===== src/rtl/ofmap_writer.sv =====
// Packs a valid/ready stream of PE output elements into SRAM words and writes them from a base address.
// Latency: write strobe one cycle after the handshake that fills a word or takes the last element; done one cycle after the last strobe.
// Backpressure: o_ready drops during the write and done cycles; a gap in i_valid simply stalls packing.
module ofmap_writer #(
    parameter int DATA_WIDTH      = 8,
    parameter int SRAM_DATA_WIDTH = 64,
    parameter int ADDR_WIDTH      = 8,
    parameter int COUNT_WIDTH     = 16
) (
    input  logic                       i_clk,
    input  logic                       i_rst,
    input  logic                       i_reg_clear,
    input  logic                       i_start,
    input  logic [ADDR_WIDTH-1:0]      i_base_addr,
    input  logic [COUNT_WIDTH-1:0]     i_count,
    input  logic                       i_valid,
    input  logic [DATA_WIDTH-1:0]      i_data,
    output logic                       o_ready,
    output logic                       o_sram_write_en,
    output logic [ADDR_WIDTH-1:0]      o_sram_write_addr,
    output logic [SRAM_DATA_WIDTH-1:0] o_sram_data_out,
    output logic                       o_busy,
    output logic                       o_done
);

    localparam int PACK   = SRAM_DATA_WIDTH / DATA_WIDTH;
    localparam int LANE_W = (PACK > 1) ? $clog2(PACK) : 1;

    typedef enum logic [1:0] {
        S_IDLE  = 2'd0,
        S_PACK  = 2'd1,
        S_WRITE = 2'd2,
        S_DONE  = 2'd3
    } state_t;

    state_t                     state_q, state_d;
    logic [ADDR_WIDTH-1:0]      base_q, base_d;
    logic [COUNT_WIDTH-1:0]     count_q, count_d;
    logic [COUNT_WIDTH-1:0]     acc_q, acc_d;
    logic [ADDR_WIDTH-1:0]      word_q, word_d;
    logic [LANE_W-1:0]          lane_q, lane_d;
    logic [SRAM_DATA_WIDTH-1:0] pack_q, pack_d;

    // Clear acts exactly like reset: any partial word is dropped without a write.
    always_ff @(posedge i_clk) begin
        if (i_rst || i_reg_clear) begin
            state_q <= S_IDLE;
            base_q  <= '0;
            count_q <= '0;
            acc_q   <= '0;
            word_q  <= '0;
            lane_q  <= '0;
            pack_q  <= '0;
        end else begin
            state_q <= state_d;
            base_q  <= base_d;
            count_q <= count_d;
            acc_q   <= acc_d;
            word_q  <= word_d;
            lane_q  <= lane_d;
            pack_q  <= pack_d;
        end
    end

    always_comb begin
        state_d           = state_q;
        base_d            = base_q;
        count_d           = count_q;
        acc_d             = acc_q;
        word_d            = word_q;
        lane_d            = lane_q;
        pack_d            = pack_q;
        o_ready           = 1'b0;
        o_sram_write_en   = 1'b0;
        o_sram_write_addr = '0;
        o_sram_data_out   = '0;
        o_done            = 1'b0;

        case (state_q)
            S_IDLE: begin
                if (i_start) begin
                    base_d  = i_base_addr;
                    count_d = i_count;
                    acc_d   = '0;
                    word_d  = '0;
                    lane_d  = '0;
                    pack_d  = '0;
                    state_d = (i_count == '0) ? S_DONE : S_PACK;
                end
            end
            S_PACK: begin
                o_ready = 1'b1;
                if (i_valid) begin
                    for (int l = 0; l < PACK; l++) begin
                        if (lane_q == LANE_W'(l)) begin
                            pack_d[l*DATA_WIDTH +: DATA_WIDTH] = i_data;
                        end
                    end
                    acc_d  = acc_q + COUNT_WIDTH'(1);
                    lane_d = lane_q + LANE_W'(1);
                    if ((lane_q == LANE_W'(PACK - 1)) || (acc_d == count_q)) begin
                        state_d = S_WRITE;
                    end
                end
            end
            S_WRITE: begin
                o_sram_write_en   = 1'b1;
                o_sram_write_addr = base_q + word_q;
                o_sram_data_out   = pack_q;
                word_d            = word_q + ADDR_WIDTH'(1);
                lane_d            = '0;
                pack_d            = '0;
                state_d           = (acc_q == count_q) ? S_DONE : S_PACK;
            end
            S_DONE: begin
                o_done  = 1'b1;
                state_d = S_IDLE;
            end
            default: state_d = S_IDLE;
        endcase
    end

    assign o_busy = (state_q != S_IDLE);

endmodule


===== config.mk =====
export PLATFORM = sky130hd
export DESIGN_NAME = ofmap_writer
export DESIGN_NICKNAME = d
export VERILOG_FILES = /design/src/rtl/ofmap_writer.sv
export SDC_FILE = /design/constraint.sdc
export NUM_CORES = 1
export LEC_CHECK = 0
export CAP_MARGIN = 5
export CORE_MARGIN = 2
export CORE_UTILIZATION = 54
export CTS_BUF_LIST = sky130_fd_sc_hd__clkbuf_4 sky130_fd_sc_hd__clkbuf_8
export DETAILED_ROUTE_END_ITERATION = 16
export PLACE_DENSITY = 0.82
export SLEW_MARGIN = 20
export SYNTH_ARGS = -nofsm -noshare
export SYNTH_HDL_FRONTEND = slang
export SYNTH_SLANG_ARGS = --single-unit
export TNS_END_PERCENT = 10

===== constraint.sdc =====
create_clock -name i_clk -period 2.9 [get_ports i_clk]
set_clock_uncertainty 0.1 [all_clocks]
set_input_delay 0.435 -clock i_clk [delete_from_list [all_inputs] [get_ports i_clk]]
set_output_delay 0.435 -clock i_clk [all_outputs]
set_load 0.03 [all_outputs]

==> results list <==
- Summed over all failing endpoints, the final setup total negative slack is -0.0739 ns.
- Sequential area share after synthesis: 38.4%
* Worst Hold Path Cells: 2
* Floorplan die height: between 100 and 150 microns
- In the global route stage, overall resource usage came out at 27.5%.
- Critical path class: flip-flop to primary output
- The signal on the critical path passes through ha_4, fa_2, a21o_1, a21oi_2, o21bai_1, a21oi_2, xor2_1, nor2_1, buf_4.
* Transition time at the pin with the least slew margin: 0.991 ns
- When the netlist entered floorplanning its net count stood at 778.
* Routed WL: around 16 mm
* Critical path launch point type: flip-flop
* Static leakage: 3.42 nW
* Number of top-level pins: 113
- The tool flagged a number of max-cap violations equal to 0.
* Post-synthesis to final-layout area growth: 29.4%
* Post-layout utilization of the core: 72.2%
- The die covers 12,200 sq um.
- In the final design database the tool counted 875 nets.
* Endpoint of the worst-slack reg-to-reg timing path: state_q[0]$_SDFFE_PP0P_
* Final critical-path share of the clock period: 103%
- Core Rows: 38
- The initial antenna violation count is 0.
* Quantity of I/O buffers inserted on ports: between 100 and 150
- Result of the run: finished with violations
- CTS tree: yes
- Remaining routing DRC violations: 0
* Register-to-Register Setup Slack: around 0.38 ns
- After layout, the design draws a total of between 0.003 and 0.004 W.
* Latest clock arrival within the worst-skew pair: approximately 0.44 ns
- Count of synthesis-stage warnings from yosys: 0
* Minimum clock period: 2.97 ns
* Netlist area before placement: 6100 sq um
- A synthesized cell averages 8.41 sq um.
- Headroom to the max-slew limit came out at 34.0%.
- For this run, asynchronously set or reset flops after synthesis account for 0%.
- Min-Delay Endpoint: base_q[5]$_SDFFE_PP0P_
- Detailed routing inserted a total of 5,451 vias.
- Highest ir drop seen on vdd: 0.332 mV
- The checks that failed: negative setup slack.
- STA puts the critical path data required time at 2.37 ns.
- Counting both buffers and inverters, the worst setup path holds a total of 1.
- Count of pins over their slew limit: 0
- Buffers inserted to repair hold after CTS numbered 0.
- In this run the critical register-to-register path is launched from acc_q[0]$_SDFFE_PP0P_.
* Horizontal die dimension: roughly 110 microns
* Detailed-router iteration count before antenna repair: 4
- Achievable frequency: 0.336 GHz
- The congestion estimate from routability-driven global placement came to 1.02.
- Entering global routing, the biggest net connects between 50 and 60 pins.
* Slack of the critical path: -0.0739 ns
* Cell mode on critical path: a21oi_2
* Count of cell types in the netlist: slightly below 60
* Post-synth EDFFs: 0
* Total congestion overflow: 0
* Post-synth top area cell: dfxtp_1
* Routed via count divided by cell count: 5.59
- RSZ-0062 raised after global routing: true
* Top cells by count, synth: 117 x dfxtp_1, 110 x nor2_1, 78 x and2_1
* Iter 0 DRT Violations: 373
* Clock-pin slew of the registers on the worst-case setup and hold paths: 0.07 ns
- Counting the buffers created by CTS gives 17.
* Crit-path slowest cell: fa_2
* Dominant synthesized flop cell: dfxtp_1
- Area fraction of the dominant cell type after synthesis: 38.4%
* Detailed placer's ending HPWL: 11.1 mm
- The via count of the first global-routing pass was about 5,300.
- dfxtp_1 is the most common cell in the netlist.
* Mapped Cells: 725
- The longest clock path from root to sink contains 2 buffers.
- Largest stage delay, worst path: 0.40 ns
* Floorplan Core Area: 10,900 sq um
* Wire length of the first global-routing pass: 25.8 mm
- Count of cells along the worst register-to-register path: 7
- The detail route stage leaves a number of antenna-violating nets equal to 0.
- Top delay family on crit path: compound AO/OA/AOI/OAI gates
- Setup violations remaining at the end of the flow were counted as 1.
- Source of the worst hold timing path: base_q[5]$_SDFFE_PP0P_
* Kind of path behind the tightest hold check: flip-flop to flip-flop
- Routed length per instance: between 15 and 20 microns
- Sink Count: 117
- Final number of hold-violating endpoints: 0
* Layout cells sized above 1: 11.1%
- Largest cells by area after synthesis: dfxtp_1 38%, mux2i_1 11%, and2_1 8.0%
- Effective utilization at floorplan: 55.8%
- Ratio of total power to cell area: 480 nW/um^2
- Number of flip-flops and latches in the synthesized netlist: between 100 and 150
- In this run the number of H-tree levels came out at 4.
- Crit path arrival time: 2.44 ns
- Cell at the root of the clock tree: clkbuf_8
- Largest fanout on the critical path: 5
* Number of antenna diodes: 0
- Nature of the critical path endpoint: primary output
[power breakdown]
part,switching [W],internal (W),total (W)
clock network,0.000715,0.00108,0.00180
logic,0.000199,0.000152,0.000351
registers,0.0000146,0.00162,0.00164
total,0.000929,0.00286,0.00379
[worst max path at each step]
stage / startpoint / endpoint / slack (ns) / cells after the start
after floorplan: word_q[1]$_SDFFE_PP0P_ / o_sram_write_addr[7] / 0.18 / 7
after global placement: word_q[0]$_SDFFE_PP0P_ / o_sram_write_addr[4] / 0.17 / 7
after detailed placement: word_q[0]$_SDFFE_PP0P_ / o_sram_write_addr[4] / 0.08 / 7
after CTS: word_q[1]$_SDFFE_PP0P_ / o_sram_write_addr[7] / -0.02 / 8
after global routing: word_q[0]$_SDFFE_PP0P_ / o_sram_write_addr[6] / -0.13 / 9
final: word_q[0]$_SDFFE_PP0P_ / o_sram_write_addr[6] / -0.07 / 9
[flip-flops by register name, indices dropped and copies added, names as in the netlist]
name	flops
base_q	8
word_q	8
pack_q	64
acc_q	16
state_q	2
count_q	16
lane_q	3
[per-layer routing]
metal | wire [microns] | GRT usage (%) | up-vias
met4 | 211 | 8.57 | 0
met5 | 0 | 0 | -
met1 | 7130 | 34.9 | 2601
met2 | 8110 | 46.5 | 188
li1 | - | - | 2641
met3 | 959 | 6.17 | 21
[cell type report]
cell class	count	area, sq um
inverters	13	51.3
flip-flops and latches	117	2350
clock inverters	13	220
well taps	140	175
clock buffers	19	262
multi-input cells	544	3540
repair buffers	129	1290
fillers	826	3040
[cells by family (layout without fill, tap and decap cells)]
| logic type | Yosys count | after routing | share of synthesized area [%] |
|---|---|---|---|
| flops | 117 | 117 | 38.4 |
| buf+inv | 64 | 174 | 4.68 |
| mux | 69 | 69 | 11.4 |
| compound gates | 102 | 102 | 9.99 |
| xor+xnor | 28 | 28 | 4.02 |
| fa+ha+maj | 16 | 16 | 3.41 |
| simple gates | 329 | 329 | 28.1 |
[cells in the final DEF, fill, tap and decap left out, drive strengths merged, types with 3 or more instances in the layout]
master and count:
dlymetal6s2s 15, a21oi 56, a31oi 3, o21ai 10, nand3 17, clkdlybuf4s50 85, dfxtp 117, nor3 5
a211oi 3, o211ai 5, bufinv 5, mux2i 65, and4 4, and2 78, and3 5, inv 16
nand4 6, mux2 4, xnor2 10, a21o 3, or3 5, buf 19, clkinv 3, a22oi 5
nor2 116, nand2b 6, ha 15, nor4 12, nand2 65, o21bai 4, nor2b 3, dlygate4sd2 8
xor2 18, clkbuf 21
[metrics by stage]
stage               worst slack, ns  area (sq um)  std cells  hold WS (ns)
detailed placement           0.0754          7270        938         0.354
global route                 -0.134          7890        975         0.384
floorplan                     0.177          6100        725         0.341
finish                      -0.0739          7890        975         0.363
global placement              0.166          7270        938         0.349
CTS                         -0.0168          7830        974         0.364
[tightest hold or removal path, stage by stage, from the launching register on]
cell and delay [ns]:
dfxtp_1 0.32, nand2_1 0.05, a21oi_1 0.05
[repair_timing]
item / 4_1_cts / 5_1_grt
endpoints found under the setup margin: 34 / 61
pin swaps: 9 / 7
resized for setup: 25 / 25
setup buffers: 4 / 1
Power figures use the tool's default switching activity.
